===== src/rtl/alu_cmd_issuer.sv =====
// Issue stage for a combinational ALU: queues {a,b,sel} commands, presents one at a
// time to the ALU, captures the result and hands it downstream over valid/ready.
module alu_cmd_issuer #(
    parameter int DATA_W     = 4,
    parameter int SEL_W      = 3,
    parameter int RES_W      = DATA_W + 1,
    parameter int FIFO_DEPTH = 4
) (
    input  logic                            clk,
    input  logic                            rst_n,
    input  logic                            cmd_valid,
    output logic                            cmd_ready,
    input  logic [DATA_W-1:0]               cmd_a,
    input  logic [DATA_W-1:0]               cmd_b,
    input  logic [SEL_W-1:0]                cmd_sel,
    output logic [DATA_W-1:0]               alu_a_out,
    output logic [DATA_W-1:0]               alu_b_out,
    output logic [SEL_W-1:0]                alu_sel_out,
    input  logic [RES_W-1:0]                alu_y_in,
    output logic                            res_valid,
    input  logic                            res_ready,
    output logic [RES_W-1:0]                res_y,
    output logic [SEL_W-1:0]                res_sel,
    output logic [$clog2(FIFO_DEPTH):0]     fifo_count,
    output logic                            busy
);

    localparam int PTR_W = $clog2(FIFO_DEPTH);
    localparam int CNT_W = PTR_W + 1;
    localparam logic [CNT_W-1:0] FULL_CNT = CNT_W'(FIFO_DEPTH);

    typedef struct packed {
        logic [DATA_W-1:0] a;
        logic [DATA_W-1:0] b;
        logic [SEL_W-1:0]  sel;
    } cmd_t;

    typedef enum logic [1:0] {
        S_IDLE  = 2'd0,
        S_ISSUE = 2'd1,
        S_HOLD  = 2'd2
    } state_t;

    cmd_t             r_mem [FIFO_DEPTH];
    logic [PTR_W-1:0] r_wr_ptr;
    logic [PTR_W-1:0] r_rd_ptr;
    logic [CNT_W-1:0] r_count;
    state_t           r_state;
    cmd_t             r_alu;
    logic             r_res_valid;
    logic [RES_W-1:0] r_res_y;
    logic [SEL_W-1:0] r_res_sel;

    logic w_push;
    logic w_pop;
    logic w_not_empty;
    cmd_t w_in;
    cmd_t w_head;

    // Ready depends only on the registered count, so no input-to-ready path exists.
    assign cmd_ready   = (r_count != FULL_CNT);
    assign w_not_empty = (r_count != '0);
    assign w_push      = cmd_valid && cmd_ready;
    assign w_pop       = w_not_empty &&
                         ((r_state == S_IDLE) || ((r_state == S_HOLD) && res_ready));
    assign w_in        = '{a: cmd_a, b: cmd_b, sel: cmd_sel};
    assign w_head      = r_mem[r_rd_ptr];

    always_ff @(posedge clk) begin
        if (w_push) begin
            r_mem[r_wr_ptr] <= w_in;
        end
    end

    // Depth is a power of two, so pointers wrap by natural overflow.
    always_ff @(posedge clk or negedge rst_n) begin
        if (!rst_n) begin
            r_wr_ptr <= '0;
            r_rd_ptr <= '0;
            r_count  <= '0;
        end else begin
            if (w_push) r_wr_ptr <= r_wr_ptr + PTR_W'(1);
            if (w_pop)  r_rd_ptr <= r_rd_ptr + PTR_W'(1);
            case ({w_push, w_pop})
                2'b10:   r_count <= r_count + CNT_W'(1);
                2'b01:   r_count <= r_count - CNT_W'(1);
                default: r_count <= r_count;
            endcase
        end
    end

    always_ff @(posedge clk or negedge rst_n) begin
        if (!rst_n) begin
            r_state     <= S_IDLE;
            r_alu       <= '0;
            r_res_valid <= 1'b0;
            r_res_y     <= '0;
            r_res_sel   <= '0;
        end else begin
            case (r_state)
                S_IDLE: begin
                    if (w_pop) begin
                        r_alu   <= w_head;
                        r_state <= S_ISSUE;
                    end
                end
                S_ISSUE: begin
                    r_res_y     <= alu_y_in;
                    r_res_sel   <= r_alu.sel;
                    r_res_valid <= 1'b1;
                    r_state     <= S_HOLD;
                end
                S_HOLD: begin
                    if (res_ready) begin
                        r_res_valid <= 1'b0;
                        if (w_pop) begin
                            r_alu   <= w_head;
                            r_state <= S_ISSUE;
                        end else begin
                            r_state <= S_IDLE;
                        end
                    end
                end
                default: r_state <= S_IDLE;
            endcase
        end
    end

    assign alu_a_out   = r_alu.a;
    assign alu_b_out   = r_alu.b;
    assign alu_sel_out = r_alu.sel;
    assign res_valid   = r_res_valid;
    assign res_y       = r_res_y;
    assign res_sel     = r_res_sel;
    assign fifo_count  = r_count;
    assign busy        = (r_state != S_IDLE) || w_not_empty;

endmodule


===== config.mk =====
export PLATFORM = sky130hd
export DESIGN_NAME = alu_cmd_issuer
export DESIGN_NICKNAME = d
export VERILOG_FILES = /design/src/rtl/alu_cmd_issuer.sv
export SDC_FILE = /design/constraint.sdc
export NUM_CORES = 1
export LEC_CHECK = 0
export ABC_AREA = 1
export ABC_CLOCK_PERIOD_IN_PS = 2500
export CORE_MARGIN = 3
export CORE_UTILIZATION = 45
export CTS_BUF_LIST = sky130_fd_sc_hd__clkbuf_16
export CTS_CLUSTER_DIAMETER = 100
export DETAILED_ROUTE_END_ITERATION = 10
export PLACE_DENSITY = 0.71
export SYNTH_ARGS = -nofsm -noshare
export SYNTH_HDL_FRONTEND = slang
export SYNTH_SLANG_ARGS = --single-unit
export TNS_END_PERCENT = 10

===== constraint.sdc =====
create_clock -name clk -period 2.5 [get_ports clk]
set_clock_uncertainty 0.2 [all_clocks]
set_input_delay 0.375 -clock clk [delete_from_list [all_inputs] [get_ports clk]]
set_output_delay 0.375 -clock clk [all_outputs]
set_load 0.02 [all_outputs]

==> results of run 1 <==
-- path summary, 6_finish.rpt --
path / startpoint / slack [ns] / depth (start not counted) / end
setup reg to reg: r_state[0] / 0.42 / 8 / fifo_count[2]
max in group asynchronous: rst_n / 1.57 / 2 / res_y[3]
hold reg to reg: res_y[4] / 0.27 / 2 / res_y[4]
hold / removal: rst_n / 0.24 / 2 / res_valid
setup / recovery: r_state[0] / 0.21 / 3 / busy
min in group clk: res_y[4] / 0.27 / 2 / res_y[4]
-- state kept, by name, summed over array words and instances, names as in the netlist --
name,count
fifo_count,3
alu_b_out,4
res_y,5
r_rd_ptr,2
res_valid,1
r_wr_ptr,2
alu_a_out,4
alu_sel_out,3
res_sel,3
r_state,2
r_mem,44
-- power groups by stage --
stage | combinational [mW] | sequential (mW) | clock [mW]
final | 2.07 | 1.92 | 1.13
after global routing | 2.34 | 1.96 | 1.22
after CTS | 2.10 | 1.92 | 1.15
after detailed placement | 2.09 | 1.94 | 0
after global placement | 2.02 | 1.92 | 0
after floorplan | 1.22 | 2.08 | 0
-- cells in the mapped netlist --
master	count
inv_2	4
buf_4	2
dfrtp_1	29
xor2_1	3
nand3_1	35
fa_1	1
nand2_1	116
inv_1	59
nor2_1	5
o21ai_2	1
nor2_4	1
edfxtp_1	44
nand3_2	2
buf_2	6
o21ai_0	2
nand2_2	2
xnor2_1	1
nor3_1	1
buf_6	3
ha_1	5
-- layout make-up --
cell class | instances | area, sq um | share of cell area
clock inverter | 7 | 38.8 | 0.00975
inverter | 63 | 236 | 0.0594
timing repair buffer | 52 | 500 | 0.126
clock buffer | 9 | 225 | 0.0566
tap | 93 | 116 | 0.0292
sequential | 73 | 2050 | 0.514
multi-input combinational | 175 | 815 | 0.205
-- metal layers --
metal / vias up / GRT usage / wire length, um
met4: 0 / 0.112 / 173
met2: 73 / 0.263 / 3020
met5: - / 0 / 0
met1: 1037 / 0.204 / 2750
li1: 1096 / - / -
met3: 14 / 0.0409 / 359
-- worst reg2reg max path, stage by stage (launching register included) --
cell and delay (ns):
dfrtp_1 0.57, inv_2 0.11, o21ai_2 0.11, nor2_4 0.06, ha_1 0.21, fa_1 0.39
nand2_1 0.07, nand3_1 0.09, xor2_1 0.15
-- logic make-up (layout without fill, tap and decap cells) --
group / after synthesis / after routing / share of synthesized area
simple gates: 162 / 162 / 0.213
buf+inv: 74 / 131 / 0.0992
flops: 73 / 73 / 0.644
fa+ha+maj: 6 / 6 / 0.0260
xor+xnor: 4 / 4 / 0.0110
compound gates: 3 / 3 / 0.00591
==> results.sh, run 1 <==
export IMPL_status="completed"
export IMPL_fin_crit_ns=2.29
export IMPL_clockPowerShare=0.222
export IMPL_dp_cells=456
export IMPL_worstPathArrival_ns=1.71
export IMPL_place_gp_congestion=0.792
export IMPL_area_growth_pct=25.2
export IMPL_p_switching_mw=1.97
export IMPL_post_route_drc_count=0
export IMPL_place_area_sq_um=3710
export IMPL_synth_top_area_share=0.416
export IMPL_final_common_cell="nand2_1"
export IMPL_viasPerCell=4.70
export IMPL_synth_top_cell_by_area="edfxtp_1"
export IMPL_die_w_um=90.0
export IMPL_hold_path_class="in2async"
export IMPL_clock_path_buffers=2
export IMPL_drive_above_1_share=0.0844
export IMPL_crit_chain="inv_2 > nand3_1 > clkdlybuf4s50_1"
export IMPL_dp_hpwl_mm=4.07
export IMPL_tns_ns=0
export IMPL_yosysWarnings=0
export IMPL_worst_setup_path_type="reg2out"
export IMPL_synth_cell_type_count=20
export IMPL_worst_ep_required_time_ns=1.92
export IMPL_period_share=0.915
export IMPL_power_frac_comb=0.404
export IMPL_clk_latency_ns=0.33
export IMPL_grt_pass1_wl_mm=10.6
export IMPL_cts_tree="built"
export IMPL_final_nets=400
export IMPL_coreArea_sq_um=6600
export IMPL_netlist_area_sq_um=3180
export IMPL_cts_inserted_buffers=9
export IMPL_ctsHoldBuffers=0
export IMPL_p_int_mw=3.15
export IMPL_path_delay_family="buffers and inverters"
export IMPL_ys_ff_latch=73
export IMPL_drt_iter0_markers=134
export IMPL_synth_nets=348
export IMPL_sw_frac_of_total=0.385
export IMPL_crit_buf_inv=2
export IMPL_io_pins=45
export IMPL_drv_slew=0
export IMPL_wirelength_mm=6.30
export IMPL_final_cell_mix="nand2_1 (116), inv_1 (60), clkdlybuf4s50_1 (44), edfxtp_1 (44), nand3_1 (35)"
export IMPL_via_count=2220
export IMPL_cp_end_kind="output port"
export IMPL_grt_max_degree=30
export IMPL_drtPass1Iterations=4
export IMPL_syn_avg_cell_area_sq_um=9.87
export IMPL_finalSetupViolations=0
export IMPL_cpMaxStageDelayCell="clkdlybuf4s50_1"
export IMPL_antenna_left=0
export IMPL_fin_util=0.603
export IMPL_tightest_slew_ns=0.561
export IMPL_fin_total_pwr_mw=5.12
export IMPL_powerDensity_nw_per_um2=1290
export IMPL_hold_violations=0
export IMPL_post_cts_buffers=0
export IMPL_p_seq_frac=0.375
export IMPL_final_cells=472
export IMPL_path_clk_slew_ns=0.06
export IMPL_fp_dieArea_sq_um=8100
export IMPL_max_cap_viol_count=0
export IMPL_synth_top_cells_by_area="edfxtp_1 (42%), dfrtp_1 (23%), nand2_1 (14%)"
export IMPL_max_freq_ghz=0.437
export IMPL_clock_root_buffer="clkbuf_16"
export IMPL_start_util=0.481
export IMPL_synthCells=322
export IMPL_ir_worst_vdd_mv=0.514
export IMPL_fill_cells=572
export IMPL_max_slew_margin=0.626
export IMPL_grt_pass1_vias=2217
export IMPL_antenna_cells=0
export IMPL_grt_antenna_before_repair=0
export IMPL_track_usage=0.167
export IMPL_start_kind="flip-flop"
export IMPL_fin_area_sq_um=3980
export IMPL_ctsResizeCount=0
export IMPL_path_max_fanout=11
export IMPL_whs_ns=0.242
export IMPL_h_tree_depth=3
export IMPL_die_h_um=90.0
export IMPL_timing_final_ws_setup_ns=0.213
export IMPL_yosysSeqAreaShare=0.644
export IMPL_max_stage_delay_ns=0.60
export IMPL_overflow=0
export IMPL_routedWlPerCell_um=13.4
export IMPL_rsz0062_at_grt="no"
export IMPL_clock_sinks=73
export IMPL_dp_worst_setup_slack_ns=0.146
export IMPL_leakagePower_nw=1.90
export IMPL_numPortBuffers=44
export IMPL_num_rows=29
No activity file was read; power rests on OpenSTA's default activity.
==> run 2, diff against run 1 <==
--- a/config.mk
+++ b/config.mk
@@ -5,14 +5,13 @@
 export SDC_FILE = /design/constraint.sdc
 export NUM_CORES = 1
 export LEC_CHECK = 0
-export ABC_AREA = 1
 export ABC_CLOCK_PERIOD_IN_PS = 2500
 export CORE_MARGIN = 3
-export CORE_UTILIZATION = 45
+export CORE_UTILIZATION = 36
 export CTS_BUF_LIST = sky130_fd_sc_hd__clkbuf_16
 export CTS_CLUSTER_DIAMETER = 100
 export DETAILED_ROUTE_END_ITERATION = 10
-export PLACE_DENSITY = 0.71
+export PLACE_DENSITY = 0.6
 export SYNTH_ARGS = -nofsm -noshare
 export SYNTH_HDL_FRONTEND = slang
 export SYNTH_SLANG_ARGS = --single-unit
==> results.sh, run 2 <==
export IMPL_area_growth_pct=29.8
export IMPL_antenna_cells=0
export IMPL_largest_reg_flops=44
export IMPL_grt_antenna_before_repair=0
export IMPL_worst_setup_path_type="reg2reg"
export IMPL_io_pins=45
export IMPL_start_kind="flip-flop"
export IMPL_status="completed"
export IMPL_worstPathArrival_ns=2.39
export IMPL_tns_ns=0
export IMPL_yosysWarnings=0
export IMPL_ctsResizeCount=0
export IMPL_powerDensity_nw_per_um2=1350
export IMPL_synth_cell_type_count=26
export IMPL_antenna_left=0
export IMPL_num_rows=31
export IMPL_fp_dieArea_sq_um=9070
export IMPL_synth_top_area_share=0.461
export IMPL_met2_usage=0.215
export IMPL_grt_pass1_wl_mm=8.32
export IMPL_ir_worst_vdd_mv=0.463
export IMPL_rsz0062_at_grt="no"
export IMPL_fin_area_sq_um=3720
export IMPL_start_util=0.383
export IMPL_die_w_um=95.2
export IMPL_place_area_sq_um=3470
export IMPL_numPortBuffers=44
export IMPL_timing_final_ws_setup_ns=0.105
export IMPL_yosys_top_cells_count="edfxtp_1 (44), dfrtp_1 (29), mux2_2 (12), mux4_2 (11), mux2_4 (9)"
export IMPL_max_cap_viol_count=0
export IMPL_cts_inserted_buffers=9
export IMPL_largest_register="r_mem"
export IMPL_hold_path_class="in2async"
export IMPL_clock_path_buffers=2
export IMPL_final_cell_mix="clkdlybuf4s50_1 (44), edfxtp_1 (44), dfrtp_1 (29)"
export IMPL_hold_violations=0
export IMPL_cpMaxStageDelayCell="dfrtp_1"
export IMPL_place_gp_congestion=0.699
export IMPL_die_h_um=95.2
export IMPL_routedWlPerCell_um=16.6
export IMPL_path_delay_family="simple AND/OR/NAND/NOR gates"
export IMPL_synth_main_ff_cell="edfxtp_1"
export IMPL_synth_edf_count=44
export IMPL_drive_above_1_share=0.263
export IMPL_path_clk_slew_ns=0.06
export IMPL_overflow=0
export IMPL_clk_latency_ns=0.32
export IMPL_drt_iter0_markers=83
export IMPL_synthCells=144
export IMPL_netlist_area_sq_um=2870
export IMPL_finalSetupViolations=0
export IMPL_ys_ff_latch=73
export IMPL_crit_chain="or3b_4 > and2_4 > inv_1 > ha_1 > fa_1 > mux2_2"
export IMPL_cts_tree="built"
export IMPL_ctsHoldBuffers=0
export IMPL_synth_top_cells_by_area="edfxtp_1 (46%), dfrtp_1 (25%), mux4_2 (8.6%)"
export IMPL_drtPass1Iterations=4
export IMPL_clock_root_buffer="clkbuf_16"
export IMPL_grt_pass1_vias=1613
export IMPL_yosysSeqAreaShare=0.714
export IMPL_synth_most_common_cell="edfxtp_1"
export IMPL_path_max_fanout=6
export IMPL_crit_buf_inv=1
export IMPL_max_slew_margin=0.609
export IMPL_worst_ep_required_time_ns=2.49
export IMPL_synth_nets=170
export IMPL_grt_use_met3=0.0300
export IMPL_viasPerCell=4.69
export IMPL_max_freq_ghz=0.417
export IMPL_synth_top_cell_by_area="edfxtp_1"
export IMPL_clock_sinks=73
export IMPL_tightest_slew_ns=0.587
export IMPL_h_tree_depth=3
export IMPL_drv_slew=0
export IMPL_final_nets=230
export IMPL_leakagePower_nw=1.44
export IMPL_via_count=1443
export IMPL_wirelength_mm=5.12
export IMPL_grt_busiest_layer="met2"
export IMPL_async_flop_share=0.397
export IMPL_grt_max_degree=30
export IMPL_dp_worst_setup_slack_ns=0.0719
export IMPL_syn_avg_cell_area_sq_um=19.9
export IMPL_fin_crit_ns=2.40
export IMPL_post_cts_buffers=0
export IMPL_max_stage_delay_ns=0.46
export IMPL_coreArea_sq_um=7490
export IMPL_dp_hpwl_mm=3.49
export IMPL_track_usage=0.126
export IMPL_post_route_drc_count=0
export IMPL_period_share=0.958
export IMPL_cp_end_kind="flip-flop"
export IMPL_use_met1=0.150
## run 2: report_power, final
group,leakage [nW],internal (mW),switching (mW),total (mW)
Sequential,0.742,1.70,0.285,1.99
Combinational,0.554,1.11,0.848,1.96
Clock,0.143,0.646,0.421,1.07
Total,1.44,3.45,1.55,5.01
## run 2: stage by stage
stage,power [mW],utilization,hold slack [ns],std cells
final,5.01,0.497,0.244,308
after detailed placement,4.00,0.463,0.297,292
after global placement,3.92,0.463,0.285,292
after CTS,5.09,0.497,0.251,308
after floorplan,3.24,-,-0.121,144
after global routing,5.31,0.497,0.287,308
## run 2: routing by layer
metal  vias to the layer above  part of all wire
li1                        670                 -
met1                       734              0.42
met2                        31              0.52
met3                         8             0.037
met4                         0             0.018
met5                         -                 0
## run 2: worst paths after layout
kind	endpoint	slack [ns]	from	cells past startpoint
min in group clk	alu_a_out[0]	0.30	alu_a_out[0]	1
worst max register to register	fifo_count[1]	0.10	fifo_count[0]	6
worst min register to register	alu_a_out[0]	0.30	alu_a_out[0]	1
worst max-delay path	fifo_count[1]	0.10	fifo_count[0]	6
max in group asynchronous	r_rd_ptr[1]	1.58	rst_n	2
worst min-delay path	r_wr_ptr[0]	0.24	rst_n	2
## run 2: cells by family (layout without fill, tap and decap cells)
family | Yosys count | in the layout | synth area share
AOI/OAI and AO/OA | 3 | 3 | 0.00611
xor gates and xnor gates | 6 | 6 | 0.0183
adders and majority gates | 6 | 6 | 0.0288
buffers and inverters | 8 | 73 | 0.0148
DFF | 73 | 73 | 0.714
muxes | 32 | 32 | 0.181
and+or+nand+nor | 16 | 16 | 0.0371
## run 2: cell type report
type                       count  area, sq um
clock buffer                   9          225
clock inverter                 7         27.5
fill                         640         3770
inverter                       5         18.8
multi-input combinational     63          777
sequential                    73         2050
tap                           99          124
timing repair buffer          52          500
## run 2: worst register-to-register path: cells and delay by family, from the launching register on
kind | cells | cell delay (ns)
and+or+nand+nor | 2 | 0.65
adders and majority gates | 2 | 0.62
buffers and inverters | 1 | 0.06
muxes | 1 | 0.29
DFF | 1 | 0.46
==> run 3, diff against run 2 <==
--- a/config.mk
+++ b/config.mk
@@ -11,6 +11,7 @@
 export CTS_BUF_LIST = sky130_fd_sc_hd__clkbuf_16
 export CTS_CLUSTER_DIAMETER = 100
 export DETAILED_ROUTE_END_ITERATION = 10
+export MAX_ROUTING_LAYER = met4
 export PLACE_DENSITY = 0.6
 export SYNTH_ARGS = -nofsm -noshare
 export SYNTH_HDL_FRONTEND = slang
==> results.sh, run 3 (synthesis results as in run 2) <==
export IMPL_leakagePower_nw=1.44
export IMPL_power_frac_comb=0.390
export IMPL_path_delay_family="simple AND/OR/NAND/NOR gates"
export IMPL_cp_end_kind="flip-flop"
export IMPL_area_growth_pct=29.8
export IMPL_tns_ns=0
export IMPL_hold_violations=0
export IMPL_cpMaxStageDelayCell="dfrtp_1"
export IMPL_final_nets=230
export IMPL_dp_worst_setup_slack_ns=0.0719
export IMPL_io_pins=45
export IMPL_dp_cells=292
export IMPL_whs_ns=0.242
export IMPL_worst_ep_required_time_ns=2.49
export IMPL_grt_antenna_before_repair=0
export IMPL_antenna_cells=0
export IMPL_grt_pass1_vias=1611
export IMPL_ctsHoldBuffers=0
export IMPL_drt_iter0_markers=84
export IMPL_numPortBuffers=44
export IMPL_max_freq_ghz=0.417
export IMPL_routedWlPerCell_um=16.6
export IMPL_worstPathArrival_ns=2.39
export IMPL_max_cap_viol_count=0
export IMPL_die_w_um=95.2
export IMPL_hold_path_class="in2async"
export IMPL_max_stage_delay_ns=0.46
export IMPL_p_int_mw=3.45
export IMPL_drtPass1Iterations=4
export IMPL_tightest_slew_ns=0.579
export IMPL_post_cts_buffers=0
export IMPL_clock_root_buffer="clkbuf_16"
export IMPL_ir_worst_vdd_mv=0.463
export IMPL_num_rows=31
export IMPL_grt_pass1_wl_mm=8.33
export IMPL_grt_max_degree=30
export IMPL_h_tree_depth=3
export IMPL_powerDensity_nw_per_um2=1350
export IMPL_final_cells=308
export IMPL_cts_inserted_buffers=9
export IMPL_crit_buf_inv=1
export IMPL_max_slew_margin=0.614
export IMPL_timing_final_ws_setup_ns=0.104
export IMPL_clk_latency_ns=0.32
export IMPL_fin_util=0.497
export IMPL_period_share=0.958
export IMPL_place_gp_congestion=0.706
export IMPL_die_h_um=95.2
export IMPL_p_switching_mw=1.55
export IMPL_crit_chain="or3b_4 > and2_4 > inv_1 > ha_1 > fa_1 > mux2_2"
export IMPL_path_clk_slew_ns=0.06
export IMPL_clock_sinks=73
export IMPL_post_route_drc_count=0
export IMPL_clock_path_buffers=2
export IMPL_track_usage=0.130
export IMPL_ctsResizeCount=0
export IMPL_finalSetupViolations=0
export IMPL_fin_crit_ns=2.40
export IMPL_largest_register="r_mem"
export IMPL_sw_frac_of_total=0.310
export IMPL_dp_hpwl_mm=3.49
export IMPL_cts_tree="built"
export IMPL_drive_above_1_share=0.263
export IMPL_fill_cells=640
export IMPL_viasPerCell=4.71
export IMPL_start_util=0.383
export IMPL_overflow=0
export IMPL_fin_area_sq_um=3720
export IMPL_status="completed"
export IMPL_antenna_left=0
export IMPL_wirelength_mm=5.11
export IMPL_via_count=1451
export IMPL_drv_slew=0
export IMPL_p_seq_frac=0.396
export IMPL_start_kind="flip-flop"
export IMPL_fp_dieArea_sq_um=9070
export IMPL_final_cell_mix="clkdlybuf4s50_1 (44), edfxtp_1 (44), dfrtp_1 (29)"
export IMPL_worst_setup_path_type="reg2reg"
export IMPL_largest_reg_flops=44
export IMPL_fin_total_pwr_mw=5.01
export IMPL_coreArea_sq_um=7490
export IMPL_path_max_fanout=6
export IMPL_clockPowerShare=0.213
export IMPL_rsz0062_at_grt="no"
export IMPL_place_area_sq_um=3470
## run 3: layer usage
metal	GRT usage	up-vias	share of wire
met5	-	-	0
met4	0.0577	0	0.019
met3	0.0300	11	0.036
met2	0.215	32	0.52
met1	0.151	738	0.42
li1	-	670	-
## run 3: area by class of cell
class                           instances  area [sq um]  area share
Clock buffer                            9           225      0.0605
Clock inverter                          7          27.5     0.00740
Multi-Input combinational cell         63           777       0.209
Timing Repair Buffer                   52           500       0.135
Sequential cell                        73          2050       0.550
Tap cell                               99           124      0.0333
Inverter                                5          18.8     0.00505
## run 3: worst paths after layout
| check | slack (ns) | endpoint | cells past startpoint | start |
|---|---|---|---|---|
| worst max-delay path | 0.10 | fifo_count[1] | 6 | fifo_count[0] |
| worst min-delay path | 0.24 | r_wr_ptr[0] | 2 | rst_n |
| worst max register to register | 0.10 | fifo_count[1] | 6 | fifo_count[0] |
| worst min register to register | 0.30 | alu_a_out[0] | 1 | alu_a_out[0] |
| max in group asynchronous | 1.58 | r_rd_ptr[1] | 2 | rst_n |
| min in group clk | 0.30 | alu_a_out[0] | 1 | alu_a_out[0] |
## run 3: power groups by stage
stage               registers, mW  logic (mW)  clock network (mW)
CTS                          2.00        1.99                1.10
global placement             1.98        1.94                   0
floorplan                    2.15        1.09                   0
global route                 2.05        2.10                1.16
detailed placement           2.01        1.99                   0
finish                       1.99        1.95                1.07
## run 3: worst reg2reg max path, cell delays in order (launching register included)
cell and delay (ns):
dfrtp_1 0.46, or3b_4 0.46, and2_4 0.19, inv_1 0.06, ha_1 0.19, fa_1 0.43
mux2_2 0.28
